--- config.mk ---
export PLATFORM = sky130hd
export DESIGN_NAME = datapath_multiciclo
export DESIGN_NICKNAME = d
export VERILOG_FILES = /design/src/rtl/datapath_multiciclo.sv
export SDC_FILE = /design/constraint.sdc
export NUM_CORES = 2
export LEC_CHECK = 0
export CELL_PAD_IN_SITES_DETAIL_PLACEMENT = 2
export CELL_PAD_IN_SITES_GLOBAL_PLACEMENT = 2
export CORE_ASPECT_RATIO = 0.6
export CORE_MARGIN = 8
export CORE_UTILIZATION = 35
export CTS_CLUSTER_DIAMETER = 100
export DETAILED_ROUTE_END_ITERATION = 10
export GPL_TIMING_DRIVEN = 0
export PLACE_DENSITY_LB_ADDON = 0.1
export SYNTH_ARGS = -nofsm -noshare
export SYNTH_HDL_FRONTEND = slang
export SYNTH_SLANG_ARGS = --single-unit
export TNS_END_PERCENT = 30
--- constraint.sdc ---
create_clock -name inclk -period 84 [get_ports inclk]
set_input_delay 21 -clock inclk [delete_from_list [all_inputs] [get_ports inclk]]
set_output_delay 21 -clock inclk [all_outputs]
set_load 0.005 [all_outputs]
--- src/rtl/datapath_multiciclo.sv ---
// Multi-cycle MIPS-subset core: one shared ALU, five-state control FSM, internal
// register file, and req/ack handshakes to external instruction and data memories.
module datapath_multiciclo #(
    parameter int              WIDTH    = 32,
    parameter int              REG_ADDR = 5,
    parameter logic [WIDTH-1:0] RESET_PC = '0
) (
    input  logic             inclk,
    input  logic             rst,
    output logic             imem_req,
    output logic [WIDTH-1:0] imem_addr,
    input  logic             imem_ack,
    input  logic [31:0]      imem_rdata,
    output logic             dmem_req,
    output logic             dmem_we,
    output logic [WIDTH-1:0] dmem_addr,
    output logic [WIDTH-1:0] dmem_wdata,
    input  logic             dmem_ack,
    input  logic [WIDTH-1:0] dmem_rdata,
    output logic [WIDTH-1:0] pc,
    output logic [2:0]       state,
    output logic             halted
);
    localparam int NREGS = 1 << REG_ADDR;
    localparam logic [WIDTH-1:0] FOUR = WIDTH'(4);

    localparam logic [5:0] OP_R    = 6'h00;
    localparam logic [5:0] OP_J    = 6'h02;
    localparam logic [5:0] OP_BEQ  = 6'h04;
    localparam logic [5:0] OP_ADDI = 6'h08;
    localparam logic [5:0] OP_LW   = 6'h23;
    localparam logic [5:0] OP_SW   = 6'h2B;
    localparam logic [5:0] OP_HALT = 6'h3F;

    localparam logic [5:0] F_ADD = 6'h20;
    localparam logic [5:0] F_SUB = 6'h22;
    localparam logic [5:0] F_AND = 6'h24;
    localparam logic [5:0] F_OR  = 6'h25;
    localparam logic [5:0] F_SLT = 6'h2A;

    typedef enum logic [2:0] {
        S_FETCH  = 3'd0,
        S_DECODE = 3'd1,
        S_EXEC   = 3'd2,
        S_MEM    = 3'd3,
        S_WB     = 3'd4,
        S_HALT   = 3'd7
    } state_t;

    state_t            state_reg, state_next;
    logic [WIDTH-1:0]  pc_reg, pc_next;
    logic [31:0]       ir_reg, ir_next;
    logic [WIDTH-1:0]  a_reg, a_next;
    logic [WIDTH-1:0]  b_reg, b_next;
    logic [WIDTH-1:0]  alu_out_reg, alu_out_next;
    logic [WIDTH-1:0]  mdr_reg, mdr_next;
    logic [WIDTH-1:0]  regs_reg [NREGS];

    logic                rf_we;
    logic [REG_ADDR-1:0] rf_waddr;
    logic [WIDTH-1:0]    rf_wdata;

    logic [5:0]          op, funct;
    logic [REG_ADDR-1:0] rs, rt, rd;
    logic [15:0]         imm16;
    logic [25:0]         imm26;
    logic [WIDTH-1:0]    sext_imm, jump_target, branch_target;
    logic [WIDTH-1:0]    rs_val, rt_val, alu_b, alu_result;
    logic                is_r, funct_ok;

    assign op    = ir_reg[31:26];
    assign funct = ir_reg[5:0];
    assign rs    = ir_reg[21 +: REG_ADDR];
    assign rt    = ir_reg[16 +: REG_ADDR];
    assign rd    = ir_reg[11 +: REG_ADDR];
    assign imm16 = ir_reg[15:0];
    assign imm26 = ir_reg[25:0];
    assign is_r  = (op == OP_R);
    assign funct_ok = (funct == F_ADD) || (funct == F_SUB) || (funct == F_AND) ||
                      (funct == F_OR)  || (funct == F_SLT);

    generate
        if (WIDTH > 16) begin : g_sext_wide
            assign sext_imm = {{(WIDTH-16){imm16[15]}}, imm16};
        end else begin : g_sext_narrow
            assign sext_imm = imm16;
        end
        // Narrow cores have no pc bits above bit 27, so the jump target is just imm26<<2 truncated.
        if (WIDTH > 28) begin : g_jump_wide
            assign jump_target = {pc_reg[WIDTH-1:28], imm26, 2'b00};
        end else begin : g_jump_narrow
            logic [27:0] jt28;
            assign jt28        = {imm26, 2'b00};
            assign jump_target = jt28[WIDTH-1:0];
        end
    endgenerate

    // In DECODE pc_reg already holds pc+4.
    assign branch_target = pc_reg + (sext_imm << 2);
    assign rs_val = (rs == '0) ? '0 : regs_reg[rs];
    assign rt_val = (rt == '0) ? '0 : regs_reg[rt];

    always_comb begin
        alu_b      = is_r ? b_reg : sext_imm;
        alu_result = a_reg + alu_b;
        if (is_r) begin
            case (funct)
                F_SUB:   alu_result = a_reg - alu_b;
                F_AND:   alu_result = a_reg & alu_b;
                F_OR:    alu_result = a_reg | alu_b;
                F_SLT:   alu_result = {{(WIDTH-1){1'b0}}, ($signed(a_reg) < $signed(alu_b))};
                default: alu_result = a_reg + alu_b;
            endcase
        end
    end

    always_comb begin
        state_next   = state_reg;
        pc_next      = pc_reg;
        ir_next      = ir_reg;
        a_next       = a_reg;
        b_next       = b_reg;
        alu_out_next = alu_out_reg;
        mdr_next     = mdr_reg;
        rf_we        = 1'b0;
        rf_waddr     = '0;
        rf_wdata     = '0;
        case (state_reg)
            S_FETCH: begin
                if (imem_ack) begin
                    ir_next    = imem_rdata;
                    pc_next    = pc_reg + FOUR;
                    state_next = S_DECODE;
                end
            end
            S_DECODE: begin
                a_next = rs_val;
                b_next = rt_val;
                case (op)
                    OP_J: begin
                        pc_next    = jump_target;
                        state_next = S_FETCH;
                    end
                    OP_BEQ: begin
                        if (rs_val == rt_val) pc_next = branch_target;
                        state_next = S_FETCH;
                    end
                    OP_HALT:                 state_next = S_HALT;
                    OP_R:                    state_next = funct_ok ? S_EXEC : S_FETCH;
                    OP_LW, OP_SW, OP_ADDI:   state_next = S_EXEC;
                    default:                 state_next = S_FETCH;
                endcase
            end
            S_EXEC: begin
                alu_out_next = alu_result;
                state_next   = (op == OP_LW || op == OP_SW) ? S_MEM : S_WB;
            end
            S_MEM: begin
                if (dmem_ack) begin
                    if (op == OP_LW) begin
                        mdr_next   = dmem_rdata;
                        state_next = S_WB;
                    end else begin
                        state_next = S_FETCH;
                    end
                end
            end
            S_WB: begin
                rf_we      = 1'b1;
                rf_waddr   = is_r ? rd : rt;
                rf_wdata   = (op == OP_LW) ? mdr_reg : alu_out_reg;
                state_next = S_FETCH;
            end
            S_HALT:  state_next = S_HALT;
            default: state_next = S_FETCH;
        endcase
    end

    always_ff @(posedge inclk or posedge rst) begin
        if (rst) begin
            state_reg   <= S_FETCH;
            pc_reg      <= RESET_PC;
            ir_reg      <= '0;
            a_reg       <= '0;
            b_reg       <= '0;
            alu_out_reg <= '0;
            mdr_reg     <= '0;
        end else begin
            state_reg   <= state_next;
            pc_reg      <= pc_next;
            ir_reg      <= ir_next;
            a_reg       <= a_next;
            b_reg       <= b_next;
            alu_out_reg <= alu_out_next;
            mdr_reg     <= mdr_next;
        end
    end

    always_ff @(posedge inclk or posedge rst) begin
        if (rst) begin
            for (int i = 0; i < NREGS; i++) regs_reg[i] <= '0;
        end else if (rf_we && rf_waddr != '0) begin
            regs_reg[rf_waddr] <= rf_wdata;
        end
    end

    // The fetch request is suppressed while reset is held so a dropped access is visible at once.
    assign imem_req   = (state_reg == S_FETCH) && !rst;
    assign imem_addr  = pc_reg;
    assign dmem_req   = (state_reg == S_MEM);
    assign dmem_we    = (state_reg == S_MEM) && (op == OP_SW);
    assign dmem_addr  = alu_out_reg;
    assign dmem_wdata = b_reg;
    assign pc         = pc_reg;
    assign state      = state_reg;
    assign halted     = (state_reg == S_HALT);
endmodule

==> After elaboration in Yosys (flattened, before gate mapping) <==
Index checks and enable logic that the tools add are counted.
{ "word_totals": {"register_bits": 1219, "latchBits": 0, "mem_bits_rw": 0, "romBits": 0, "mem_count": 0} }
{ "op_classes": {"addsub": 4, "multipliers": 0, "div_mod_pow": 0, "order_cmp": 5, "n_eq_ne": 24, "n_shift": 0, "muxes": 30, "n_bitwise": 5, "n_reduce_logical": 22} }
{ "ops": {"columns": ["cell", "count"], "rows": [
  ["1024-bit bitwise mux", 1],
  ["32-bit two-way mux", 13],
  ["32-bit binary-select mux with 5-bit select", 2],
  ["32-bit demux with 5-bit select", 1],
  ["32-bit one-hot mux with 2 select lines", 2],
  ["32-bit one-hot mux with 4 select lines", 1],
  ["32-bit adder", 2],
  ["6-bit == test, second input constant", 8],
  ["32-bit by 3-bit adder with 32-bit output, second input constant", 1],
  ["32-bit AND", 1],
  ["32-bit == test", 1],
  ["32-bit less-than comparator", 1],
  ["32-bit bitwise OR", 1],
  ["32-bit subtractor", 1],
  ["6-bit >= comparator, second input constant", 3],
  ["5-bit NOT with 6-bit output", 3],
  ["3-bit one-hot mux with 5 select lines", 1],
  ["3-bit two-way mux", 4],
  ["5-bit logical NOT", 2],
  ["5-bit two-way mux", 2],
  ["3-bit one-hot mux with 3 select lines", 1],
  ["2-bit != test, second input constant", 4],
  ["3-bit by 2-bit == test with 1-bit output, second input constant", 2],
  ["3-bit == test, second input constant", 2],
  ["22 further kinds", 30]
]} }

==> Depth between registers and ports, before layout <==
{ "logic_depth": {"ltp_word": 9, "ltp_mapped": 22} }

==> Worst setup path after synthesis <==
No wires, ideal clock.
{ "synth_timing": {"path_kind": "input-to-output", "startpoint": "input port rst", "endpoint": "output port imem_req", "arrival_ns": 21.216, "t_required_ns": 63.000, "setup_slack_ns": 41.784, "stages": 1, "path_cell_list": "nor4_1"} }
{ "synth_between": {"elab_chain_len": 2} }
{ "synth_rtl": {"columns": ["element", "line", "source"], "rows": [
  ["start, declared", "9", "input logic rst,"],
  ["1-bit logical NOT", "208", "assign imem_req = (state_reg == S_FETCH) && !rst;"],
  ["1-bit logical AND", "208", null],
  ["end, declared", "10", "output logic imem_req,"]
]} }
Every way passes these cells.

==> Worst setup path after layout <==
Ends and elaborated chain as after synthesis.

==> impl_metrics.yaml <==
outcome:
  status: "complete, but fails checks"
  failed_checks: "capacitance limit, slew limit"
die:
  core_um2: 193200
  initial_core_util: 0.3516
  dieArea_um2: 208900
  num_rows: 125
  ioPinCount: 203
  die-height_um: 357.2
  die_x_um: 584.7
clock_tree:
  clk_pin_slew_ns: 0.06
  cts_max_path_buffers: 4
  cts_tree: "built"
  clk-insertion-delay-late_ns: 0.85
  root_buffer: "clkbuf_16"
  cts_hold_buf: 0
  clock_sinks: 1217
  cts-buffers-inserted: 144
  h-tree-depth: 4
  cts_setup_buffers: 0
  cts_resized: 0
worst_setup_path:
  crit_end: "imem_req"
  reg2reg_slack_ns: 75.19
  reg2reg_to: "dmem_addr[30]"
  cp_common_cell: "clkdlybuf4s50_1"
  path_buf_inv: 2
  critPathSlowestCell: "clkdlybuf4s50_1"
  cp.arrival_ns: 22.38
  cpPeakStageDelay_ns: 0.58
  startpoint_type: "input pin"
  crit_chain: "clkdlybuf4s50_1, nor4_1, clkdlybuf4s50_1"
  cp.depth: 3
  r2r-start: "ir_reg[27]"
  cp-end-kind: "output port"
  critical_path.startpoint: "rst"
  crit_fanout: 2
  cp_data_required_time_ns: 63.00
  path_class: "in -> out"
  ff2ff_path_depth: 20
  cpLargestDelayFamily: "buffers and inverters"
sta:
  fin_skew_ns: 0.05452
  setup_viol: 0
  final_max_slew_viol_count: 75
  period_needed_ns: 43.38
  hold_viol_final: 0
  slew_headroom: -0.1291
  tightest_slew_ns: 1.694
  finalCritPeriodShare: 0.5164
  max_freq_mhz: 23.05
  tns_ns: 0
  grt_setup_unrepaired: "false"
synthesis:
  ys_ff_latch: 1217
  synth_warnings: 0
  syn_area_um2: 67920
  synth_cells: 6527
  synth-seq-area-share: 0.4484
  synth_async_sr_flop_share: 1.000
  synth_edf_count: 0
  synth_cell_types: 87
  ys.flop_type: "dfrtp_1"
  syn_avg_cell_area_um2: 10.41
route:
  drt-pass1-iter-count: 6
  vias: 64690
  avgViaCountPerCell: 6.715
  drt_iter0_drc: 8794
  wl_per_cell_um: 43.24
  drt-total-wl_um: 416500
  detail-route-antenna-nets: 0
  drc: 0
power:
  leakage_nw: 32.34
  ir_worst_vdd_mv: 0.01863
  powerDensity_nw_per_um2: 35.81
min_path:
  min_path_type: "reg -> reg"
placed_design:
  dp_hpwl_um: 315700
  dp_cells: 9349
  place_area_um2: 73630
  gp_congestion: 1.025
  io_buffers: 198
global_routing:
  antenna_found_initial: 61
  grt_pass1_wl_um: 558300
  grt_pass1_vias: 64320
  grt_max_degree: 115
  track_usage: 0.3887
  grt.overflow.total: 0
finish:
  final_cells: 9634
  fin_nets: 7091
  largest_register_ffs: 1024
  design_area_um2: 78420
  drive_above_1_share: 0.1520
  final_core_util: 0.4060
  area_growth_pct: 15.46
  fillers: 20240
  multiInputGateArea_um2: 33980
  regArea_um2: 30450
run:
  maxCapViolCount: 8
==> report_power, final <==
| part | internal [mW] | switching [mW] |
|---|---|---|
| Combinational | 0.402 | 1.06 |
| Clock | 0.380 | 0.286 |
| Sequential | 0.618 | 0.0636 |
==> synth_stat cells (29+ instances only) <==
master	number	area, um^2
a31oi_1	35	219.0
a21o_1	50	375.4
nand2_1	1410	5293
nor3_1	35	175.2
nor2_1	186	698.2
nand3_1	42	210.2
o21ai_0	1184	5926
buf_6	40	450.4
mux4_2	528	11890
a22oi_1	46	345.3
xor2_1	30	262.8
a21oi_1	190	950.9
buf_2	44	220.2
xnor2_1	53	464.2
a221oi_1	30	262.8
buf_4	78	585.6
dfrtp_1	1217	30450
inv_1	117	439.2
clkbuf_1	437	1640
ha_1	127	1589
nand2b_1	29	181.4
mux2_2	85	957.2
o22ai_1	49	306.5
mux2i_1	117	1171
==> worst min path at each step <==
stage / startpoint / endpoint / cells past startpoint
CTS: regs_reg[1014] / regs_reg[1014] / 1
finish: regs_reg[1008] / regs_reg[1008] / 1
detailed placement: regs_reg[1008] / regs_reg[1008] / 1
global placement: regs_reg[1020] / regs_reg[1020] / 1
global route: regs_reg[1003] / regs_reg[1003] / 1
floorplan: regs_reg[1000] / regs_reg[1000] / 1
==> final cells by class <==
cell class / count / share of cell area
timing repair buffer: 217 / 0.03054
inverter: 118 / 0.005744
clock inverter: 32 / 0.005808
multi-input combinational: 4570 / 0.4333
buffer: 625 / 0.03979
clock buffer: 207 / 0.05351
sequential: 1217 / 0.3883
tap: 2603 / 0.04153
antenna: 45 / 0.001436
==> metrics by stage <==
step	worst slack (ns)	power (mW)	hold WS, ns
5_1_grt	40.58	2.826	0.4783
6_report	40.62	2.808	0.4598
3_3_place_gp	11.00	2.028	0.4350
3_5_place_dp	40.62	2.056	0.4447
4_1_cts	40.62	2.715	0.4616
2_1_floorplan	28.71	1.332	0.4246
==> cell usage in the layout, fill, tap and decap left out, types with 116 or more instances in the layout <==
cell type | netlist | routed
a21oi_1 | 190 | 190
ha_1 | 127 | 127
clkbuf_1 | 437 | 452
mux4_2 | 528 | 528
nor2_1 | 186 | 185
mux2i_1 | 117 | 117
inv_1 | 117 | 116
nand2_1 | 1410 | 1410
clkdlybuf4s50_1 | 0 | 198
o21ai_0 | 1184 | 1183
dfrtp_1 | 1217 | 1217
clkbuf_16 | 0 | 149
==> cells by family after synthesis <==
family                     synth area share
AOI/OAI and AO/OA                    0.1466
xor gates and xnor gates            0.01070
adders and majority gates           0.02428
buffers and inverters               0.05201
DFF                                  0.4484
muxes                                0.2068
other                            0.00005521
and+or+nand+nor                      0.1112
==> worst reg2reg max path: cells and delay by family, from the launching register on <==
family / cells / cell delay (ns)
flops: 1 / 0.45
compound gates: 12 / 4.26
fa+ha+maj: 2 / 0.91
xor+xnor: 1 / 0.10
simple gates: 2 / 0.95
buf+inv: 3 / 1.96
==> layer usage <==
layer / track usage / vias up / wire length, um
li1: - / 24200 / -
met1: 0.5621 / 35090 / 180200
met2: 0.4983 / 4480 / 158200
met3: 0.1725 / 914 / 59080
met4: 0.1555 / 10 / 18990
met5: 0 / - / 73
(Power assumes the default switching activity.)
